[src/rtl/minx_pkg.sv]
// Shared definitions for the Minx system bus: bus command encodings,
// arbiter state encoding and the round-robin pointer advance helper.
package minx_pkg;

    localparam logic [1:0] BUS_COMMAND_IDLE      = 2'd0;
    localparam logic [1:0] BUS_COMMAND_IRQ_READ  = 2'd1;
    localparam logic [1:0] BUS_COMMAND_MEM_WRITE = 2'd2;
    localparam logic [1:0] BUS_COMMAND_MEM_READ  = 2'd3;

    typedef enum logic [1:0] {
        CPU_OWN,
        RELEASE_WAIT,
        GRANTED,
        HANDBACK
    } arb_state_t;

    // Pointer after a grant: one past the winner, wrapping from the last
    // requesting master back to master 1 (master 0 never arbitrates).
    function automatic logic [2:0] rr_next(input logic [2:0] winner, input int num_masters);
        if (int'(winner) >= num_masters - 1) return 3'd1;
        return winner + 3'd1;
    endfunction

endpackage

[src/rtl/minx_arb_pick.sv]
// Combinational winner selection among masters 1..N-1.
// mode=0: lowest index wins. mode=1: search starts at ptr and wraps to 1.
// idx is the absolute master index (1..N-1); onehot is aligned with req.
module minx_arb_pick
    import minx_pkg::*;
#(
    parameter int NUM_MASTERS = 3
) (
    input  logic [NUM_MASTERS-2:0] req,
    input  logic                   mode,
    input  logic [2:0]             ptr,
    output logic [NUM_MASTERS-2:0] onehot,
    output logic [2:0]             idx,
    output logic                   valid
);

    localparam int NR = NUM_MASTERS - 1;

    logic [3:0] start;
    logic [3:0] pos;

    // Walk the request vector once from the start slot, taking the first hit.
    always_comb begin
        start = (mode && ptr != 3'd0) ? ({1'b0, ptr} - 4'd1) : 4'd0;
        pos   = '0;
        idx   = '0;
        valid = 1'b0;
        for (int k = 0; k < NR; k++) begin
            pos = start + 4'(k);
            if (pos >= 4'(NR)) pos = pos - 4'(NR);
            for (int j = 0; j < NR; j++) begin
                if (!valid && pos == 4'(j) && req[j]) begin
                    valid = 1'b1;
                    idx   = 3'(j + 1);
                end
            end
        end
        for (int j = 0; j < NR; j++) begin
            onehot[j] = valid && (idx == 3'(j + 1));
        end
    end

endmodule

[src/rtl/minx_bus_arbiter.sv]
// N-master system bus arbiter. Master 0 (core) owns the bus by default and
// is asked to release it via cpu_bus_request/cpu_bus_ack; masters 1..N-1
// are granted by fixed priority or round-robin and handed over directly
// between each other without returning the bus to the core.
// Optional grant hold limit: define MINX_ARB_HOLD_TIMEOUT_EN.
module minx_bus_arbiter
    import minx_pkg::*;
#(
    parameter int NUM_MASTERS = 3,
    parameter int ADDR_W      = 24,
    parameter int DATA_W      = 8,
    parameter int ARB_MODE    = 0,
    parameter int MAX_HOLD    = 4096
) (
    input  logic                        clk,
    input  logic                        reset,
    input  logic [NUM_MASTERS-2:0]      req,
    output logic [NUM_MASTERS-2:0]      gnt,
    output logic                        cpu_bus_request,
    input  logic                        cpu_bus_ack,
    input  logic [NUM_MASTERS*ADDR_W-1:0] m_address,
    input  logic [NUM_MASTERS*DATA_W-1:0] m_data,
    input  logic [NUM_MASTERS-1:0]      m_read,
    input  logic [NUM_MASTERS-1:0]      m_write,
    input  logic [NUM_MASTERS*2-1:0]    m_bus_status,
    output logic [ADDR_W-1:0]           address_out,
    output logic [DATA_W-1:0]           data_out,
    output logic                        read,
    output logic                        write,
    output logic [1:0]                  bus_status,
    output logic [2:0]                  owner,
    output logic                        hold_error
);

    localparam int NR = NUM_MASTERS - 1;

    if (NUM_MASTERS < 2 || NUM_MASTERS > 8 || MAX_HOLD < 2 || MAX_HOLD > 8192) begin : g_bad_param
        $error("minx_bus_arbiter: parameter out of range");
    end

    arb_state_t    state_q, state_d;
    logic [2:0]    owner_q, owner_d;
    logic [2:0]    ptr_q, ptr_d;
    logic [NR-1:0] gnt_q, gnt_d;
    logic          cpu_req_q, cpu_req_d;
    logic          grant_now;
    logic          own_req;
    logic          timeout;
    logic [NR-1:0] pick_req, pick_oh;
    logic [2:0]    pick_idx;
    logic          pick_valid;

    // Owner's req comes through its grant bit; the owner never competes
    // in its own re-arbitration (it has released or been revoked).
    assign own_req  = |(req & gnt_q);
    assign pick_req = req & ~gnt_q;

    minx_arb_pick #(.NUM_MASTERS(NUM_MASTERS)) u_pick (
        .req    (pick_req),
        .mode   (ARB_MODE == 1),
        .ptr    (ptr_q),
        .onehot (pick_oh),
        .idx    (pick_idx),
        .valid  (pick_valid)
    );

`ifdef MINX_ARB_HOLD_TIMEOUT_EN
    logic [12:0] hold_cnt_q, hold_cnt_d;
    logic        hold_err_q, hold_err_d;

    assign timeout = (state_q == GRANTED) && (hold_cnt_q == 13'(MAX_HOLD - 1));

    // Hold counter restarts on every grant and counts GRANTED cycles.
    always_comb begin
        hold_cnt_d = hold_cnt_q;
        hold_err_d = hold_err_q | timeout;
        if (grant_now)                hold_cnt_d = '0;
        else if (state_q == GRANTED)  hold_cnt_d = hold_cnt_q + 13'd1;
    end

    // Hold counter and sticky revocation flag.
    always_ff @(posedge clk or negedge reset) begin
        if (!reset) begin
            hold_cnt_q <= '0;
            hold_err_q <= 1'b0;
        end else begin
            hold_cnt_q <= hold_cnt_d;
            hold_err_q <= hold_err_d;
        end
    end

    assign hold_error = hold_err_q;
`else
    assign timeout    = 1'b0;
    assign hold_error = 1'b0;
`endif

    // Next-state logic for the ownership handshake and grant handover.
    always_comb begin
        state_d   = state_q;
        owner_d   = owner_q;
        ptr_d     = ptr_q;
        gnt_d     = gnt_q;
        cpu_req_d = cpu_req_q;
        grant_now = 1'b0;
        case (state_q)
            CPU_OWN: begin
                if (|req) begin
                    cpu_req_d = 1'b1;
                    state_d   = RELEASE_WAIT;
                end
            end
            RELEASE_WAIT: begin
                if (!(|req)) begin
                    cpu_req_d = 1'b0;
                    state_d   = HANDBACK;
                end else if (cpu_bus_ack) begin
                    grant_now = 1'b1;
                end
            end
            GRANTED: begin
                if (!own_req || timeout) begin
                    if (pick_valid) begin
                        grant_now = 1'b1;
                    end else begin
                        gnt_d     = '0;
                        cpu_req_d = 1'b0;
                        state_d   = HANDBACK;
                    end
                end
            end
            HANDBACK: begin
                if (!cpu_bus_ack) begin
                    state_d = CPU_OWN;
                    owner_d = 3'd0;
                end
            end
            default: state_d = CPU_OWN;
        endcase
        if (grant_now) begin
            gnt_d   = pick_oh;
            owner_d = pick_idx;
            ptr_d   = rr_next(pick_idx, NUM_MASTERS);
            state_d = GRANTED;
        end
    end

    // Arbiter state registers.
    always_ff @(posedge clk or negedge reset) begin
        if (!reset) begin
            state_q   <= CPU_OWN;
            owner_q   <= 3'd0;
            ptr_q     <= 3'd1;
            gnt_q     <= '0;
            cpu_req_q <= 1'b0;
        end else begin
            state_q   <= state_d;
            owner_q   <= owner_d;
            ptr_q     <= ptr_d;
            gnt_q     <= gnt_d;
            cpu_req_q <= cpu_req_d;
        end
    end

    // Bus mux on the registered owner; strobes are quiet during handover.
    always_comb begin
        address_out = m_address[ADDR_W-1:0];
        data_out    = m_data[DATA_W-1:0];
        read        = m_read[0];
        write       = m_write[0];
        bus_status  = m_bus_status[1:0];
        for (int i = 1; i < NUM_MASTERS; i++) begin
            if (owner_q == 3'(i)) begin
                address_out = m_address[i*ADDR_W +: ADDR_W];
                data_out    = m_data[i*DATA_W +: DATA_W];
                read        = m_read[i];
                write       = m_write[i];
                bus_status  = m_bus_status[i*2 +: 2];
            end
        end
        if (state_q == RELEASE_WAIT || state_q == HANDBACK) begin
            read       = 1'b0;
            write      = 1'b0;
            bus_status = BUS_COMMAND_IDLE;
        end
    end

    assign gnt             = gnt_q;
    assign cpu_bus_request = cpu_req_q;
    assign owner           = owner_q;

endmodule

[config.mk]
export PLATFORM = sky130hd
export DESIGN_NAME = minx_bus_arbiter
export DESIGN_NICKNAME = d
export VERILOG_FILES = /design/src/rtl/minx_pkg.sv /design/src/rtl/minx_arb_pick.sv /design/src/rtl/minx_bus_arbiter.sv
export SDC_FILE = /design/constraint.sdc
export NUM_CORES = 1
export LEC_CHECK = 0
export CORE_ASPECT_RATIO = 1.4
export CORE_MARGIN = 2
export CORE_UTILIZATION = 26
export CTS_CLUSTER_DIAMETER = 200
export DETAILED_ROUTE_END_ITERATION = 10
export PLACE_DENSITY = 0.9
export RECOVER_POWER = 100
export SLEW_MARGIN = 0
export SYNTH_ARGS = -nofsm -noshare
export SYNTH_HDL_FRONTEND = slang
export SYNTH_SLANG_ARGS = --single-unit
[constraint.sdc]
create_clock -name clk -period 2.05 [get_ports clk]
set_input_delay 0.41 -clock clk [delete_from_list [all_inputs] [get_ports clk]]
set_output_delay 0.41 -clock clk [all_outputs]
set_load 0.02 [all_outputs]
### After elaboration in Yosys (flattened, before gate mapping)

Index checks and enable logic that the tools add are counted.

* logic and storage cells: 82
* register bits after elaboration: 8
* input bits: 113
* memory bits (writable): 0
* bits in latches: 0
* output and inout port bits: 43
* ROM bits: 0
* memories kept: 0

* add/subtract/negate cells: 0
* reductions and logical operators: 15
* $lt $le $gt $ge: 0
* equal/unequal tests: 19
* mux-type cells: 41
* div/mod/pow operators: 0
* bitwise operators: 3
* shifts and indexed selects: 0
* multiply operators: 0

Operators by type and width (number)
* 2-to-1 mux 24 bit: 2
* 2-to-1 mux 2 bit: 14
* 2-to-1 mux 1 bit: 17
* 2-to-1 mux 8 bit: 2
* inequality test 3 bit (second input constant): 5
* inequality test 2 bit (second input constant): 6
* AND reduction 5 bit: 2
* 2-to-1 mux 3 bit: 3
* case mux 2 bit (4 select lines): 1
* equality test 2 bit (second input constant): 3
* AND 2 bit: 2
* equality test 2 x 1 -> 1 bit (second input constant): 2
* nonzero test 2 bit: 2
* OR reduction 2 bit: 2
* equality test 3 x 1 -> 1 bit (second input constant): 1
* equality test 3 x 2 -> 1 bit (second input constant): 1
* logical AND 1 bit: 3
* case mux 1 bit (3 select lines): 1
* AND reduction 3 bit: 1
* nonzero test 3 bit: 1
* logical NOT 2 bit: 1
* inequality test 2 x 1 -> 1 bit (second input constant): 1
* inverter 2 bit: 1
* case mux 1 bit (2 select lines): 1
* other kinds (3): 3

### Logic depth before layout (Yosys ltp)

* depth in word-level cells: 11
* gate-level depth with buffers: 6
* mapped depth without buffers: 6

### Cells and area by module

From an unflattened synthesis, not the netlist that was laid out.

* cells, all modules: 235
* area total of the unflattened synthesis: 1825.5 um^2

By module, submodules not included
* minx_bus_arbiter: cells an instance 189, instances 1, seq. area each 276.5 um^2, area each 1435.1 um^2
* minx_arb_pick: cells an instance 46, instances 1, seq. area each 0.0 um^2, area each 390.4 um^2

### Worst setup path before layout

OpenSTA, ideal clock, no wires.

* path kind: register to output
* start point: register owner_q[0], in the netlist owner[0]
* end point: output port bus_status[1]
* path slack: -0.463 ns
* path buffers: 2
* stages on the path, launching flop included: 5
* required time: 1.640 ns
* arrival: 2.103 ns
* cell sequence: dfrtp_1 -> buf_2 -> buf_2 -> a211oi_1 -> a2111oi_0

* longest elaborated chain between the ends: 4
* elaborated cells on any way between the ends: 5
* those cells by class: 2 x eq/ne; 3 x mux

Ends and longest elaborated chain
* start: declaration: RTL line minx_bus_arbiter.sv:42 `logic [2:0] owner_q, owner_d;`
* start signal: assignment: RTL line minx_bus_arbiter.sv:158 `owner_q <= owner_d;`
* equality test 3 x 1 -> 1 bit: RTL line minx_bus_arbiter.sv:173 `if (owner_q == 3'(i)) begin`
* 2-to-1 mux 2 bit: RTL line minx_bus_arbiter.sv:173
* 2-to-1 mux 2 bit (*): RTL line minx_bus_arbiter.sv:173
* 2-to-1 mux 2 bit (*): RTL line minx_bus_arbiter.sv:181 `if (state_q == RELEASE_WAIT || state_q == HANDBACK) begin`
* end: declaration: RTL line minx_bus_arbiter.sv:30 `output logic [1:0] bus_status,`

Every way passes the cells marked *; elsewhere a longest branch is shown, timed or not.

### Worst setup path in the final report

* start point: register owner_q[0], in the netlist owner[0]
* end point: output port write

* longest elaborated chain between the ends: 4
* elaborated cells on any way between the ends: 5
* those cells by class: 2 x eq/ne; 3 x mux

Ends and longest elaborated chain
* equality test 3 x 1 -> 1 bit: RTL line minx_bus_arbiter.sv:173
* 2-to-1 mux 1 bit: RTL line minx_bus_arbiter.sv:173
* 2-to-1 mux 1 bit (*): RTL line minx_bus_arbiter.sv:173
* 2-to-1 mux 1 bit (*): RTL line minx_bus_arbiter.sv:181
* end: declaration: RTL line minx_bus_arbiter.sv:29 `output logic write,`

Marked as above.

==> flow_metrics.tcl <==
set metrics [dict create \
    yosys_warnings 0 \
    synth-seq-area-share_pct 14.00 \
    placed_area_sq_um 3012 \
    period_needed_ns 2.017 \
    initial_core_util_pct 27.37 \
    vdd_drop_max_uv 660.2 \
    ys_ff_latch 7 \
    p_leak_nw 1.245 \
    p_seq_share_pct 7.3 \
    ys_types 33 \
    seqCellArea_sq_um 175.2 \
    overflow 0 \
    synth_top_area_share_pct 17.40 \
    wl_per_cell_microns 14.81 \
    synth_edf_count 0 \
    via_per_inst 4.964 \
    critPathArrivalTime_ns 1.61 \
    ys_top_cells_by_area "nor2_1 (17%), dfrtp_1 (14%), o22ai_1 (14%), mux2i_1 (8.8%), a211oi_1 (5.4%)" \
    hold_class "in -> async" \
    cts.clk_slew.worst_paths_ns 0.04 \
    setup_viol 0 \
    final_nets 478 \
    antenna_found_initial 0 \
    wl_microns 6249 \
    htreeDepth 1 \
    hpwl_microns 5165 \
    synth_flop_cell "dfrtp_1" \
    worstPathRequired_ns 1.64 \
    clock_path_buffers 2 \
    drv_slew 0 \
    crit_path_start_kind "register" \
    fin_cells 422 \
    die_w_microns 62.63 \
    drc 0 \
    utilization_pct 65.16 \
    die_h_microns 86.08 \
    syn_area_sq_um 1251 \
    fillers 393 \
    dp.cells 415 \
    comb_power_share_pct 87.3 \
    grt_pass1_vias 2014 \
    powerDensity_nw_per_um2 1266 \
    synthCells 189 \
    vias 2095 \
    final_area_sq_um 2979 \
    status "finished clean" \
    grt_max_degree 23 \
    dieArea_sq_um 5391 \
    cts_num_sinks 7 \
    drt_first_pass_iters 4 \
    multi_input_area_sq_um 1031 \
    finalWeightedCongestion 0.8869 \
    syn_avg_cell_area_sq_um 6.620 \
    clock_latency_ns 0.24 \
    swShare_pct 52.78 \
    synthToLayoutAreaGrowth_pct 138.1 \
    final_antenna_net_count 0 \
    synthArstFlopShare_pct 100.0 \
    hold_viol 0 \
    critPathMaxFanout 8 \
    rsz0062_at_grt "true" \
    rows 29 \
    drt_iter0_drc 104 \
    p_sw_mw 1.991 \
    n_antenna_cell 0 \
    finalClockSkew_ns 0.003140 \
    max_freq_ghz 0.4957 \
    p_int_mw 1.781 \
    io_buffers 153 \
    grt_pass1_wl_microns 9535 \
    track_usage_pct 22.06 \
    path_class "reg -> out" \
    core_area_sq_um 4572 \
    cts_tree "done" \
    endpoint_kind "output port" \
    min_period_over_period_pct 98.40 \
    hold_buffers 0 \
    max-cap-violations 0 \
    drive_gt1_share_pct 21.11 \
    clockRootBuffer "clkbuf_8" \
    ios 156 \
    p_clk_share_pct 5.4 \
    cts_made_buffers 3 \
    synth_top_cell_by_area "nor2_1" \
]
==> cell type report <==
cell class / instances / share of cell area, %
inverters: 3 / 0.3780
well taps: 62 / 2.604
flip-flops and latches: 7 / 5.880
clock buffers: 4 / 1.512
repair buffers: 182 / 55.02
multi-input cells: 164 / 34.61
==> stage by stage <==
stage | setup WS (ns) | hold slack [ns] | TNS (ns) | power, mW
finish | 0.03272 | 0.5161 | 0 | 3.772
global route | -0.03911 | 0.5398 | -0.05995 | 4.043
CTS | -0.02979 | 0.4601 | -0.04317 | 3.932
detailed placement | -0.5340 | 0.5389 | -7.103 | 3.845
global placement | -0.5615 | 0.5272 | -5.997 | 3.780
floorplan | -0.2187 | 0.1144 | -0.6561 | 2.103
==> cells by family (layout without fill, tap and decap cells) <==
kind of cell               after synthesis  count (layout)  share of synthesized area (%)
and+or+nand+nor                         86              86                          30.10
AOI/OAI and AO/OA                       61              61                          35.50
buffers and inverters                   19             189                          7.299
muxes                                   11              11                          8.800
DFF                                      7               7                          14.00
adders and majority gates                4               4                          4.000
other                                    1               2                         0.2997
==> power by group through the flow <==
| stage | logic (mW) | registers (mW) | clock network (mW) |
|---|---|---|---|
| 2_1_floorplan | 1.79 | 0.313 | 0 |
| 3_3_place_gp | 3.51 | 0.269 | 0 |
| 3_5_place_dp | 3.57 | 0.272 | 0 |
| 4_1_cts | 3.45 | 0.277 | 0.199 |
| 5_1_grt | 3.55 | 0.286 | 0.208 |
| 6_report | 3.29 | 0.275 | 0.203 |
==> flip-flops by register name, indices dropped and copies added (netlist names) <==
name             count
state_q              2
owner                2
cpu_bus_request      1
gnt                  2
==> synthesized netlist by cell type, types with 2 or more instances <==
cell / count
nand2b_1: 4
buf_4: 3
a2111oi_0: 3
ha_1: 4
buf_2: 7
nor2_1: 58
nand2_1: 9
o21ai_0: 3
o22ai_1: 28
nor2b_1: 8
clkbuf_1: 4
nand3_1: 2
nand3b_1: 3
a21oi_1: 7
inv_1: 3
buf_1: 2
dfrtp_1: 7
mux2i_1: 11
a211oi_1: 9
==> final timing paths <==
kind | to | start | cells after the start | slack [ns]
worst min-delay path | gnt[0] | reset | 1 | 0.52
worst max-delay path | write | owner[0] | 5 | 0.03
min in group clk | cpu_bus_request | cpu_bus_request | 2 | 0.52
worst min register to register | cpu_bus_request | cpu_bus_request | 2 | 0.52
max in group asynchronous | state_q[1] | reset | 1 | 1.27
worst max register to register | owner[1] | state_q[1] | 7 | 0.12
==> critical path, cell delays in order (launching register included) <==
cell and delay, ns:
dfrtp_1 0.40, buf_6 0.16, buf_6 0.12, mux2i_1 0.11
a2111oi_1 0.36, buf_2 0.23
==> cell usage in the layout, fill, tap and decap left out, drive strengths merged, types with 2 or more instances in the layout <==
cell and count:
conb 2, buf 52, dfrtp 7, o21ai 4, nand2b 4, o22ai 28
nor2 58, mux2i 11, nor2b 8, a311oi 2, clkdlybuf4s15 3, nand3 2
clkdlybuf4s50 111, a2111oi 3, a21oi 8, nand2 10, a211oi 9, a21boi 2
clkbuf 13, dlygate4sd3 6, inv 3, nand3b 3, ha 4
==> routing by layer <==
| metal | global-route usage [%] | share of wire (%) | vias up | wire (microns) |
|---|---|---|---|---|
| met1 | 22.61 | 37 | 932 | 2314 |
| met5 | 0 | 0 | - | 0 |
| met2 | 42.82 | 51 | 125 | 3197 |
| met3 | 6.168 | 9.7 | 11 | 608 |
| li1 | - | - | 1027 | - |
| met4 | 6.869 | 2.1 | 0 | 129 |
==> timing repair <==
action / CTS / global route
hold endpoints to repair: 0 / 0
pin swaps: 3 / 3
gates resized for setup: 121 / 27
endpoints found under the setup margin: 36 / 26
buffers inserted: 2 / 1
Note: power is estimated with default switching activity, not from simulation.
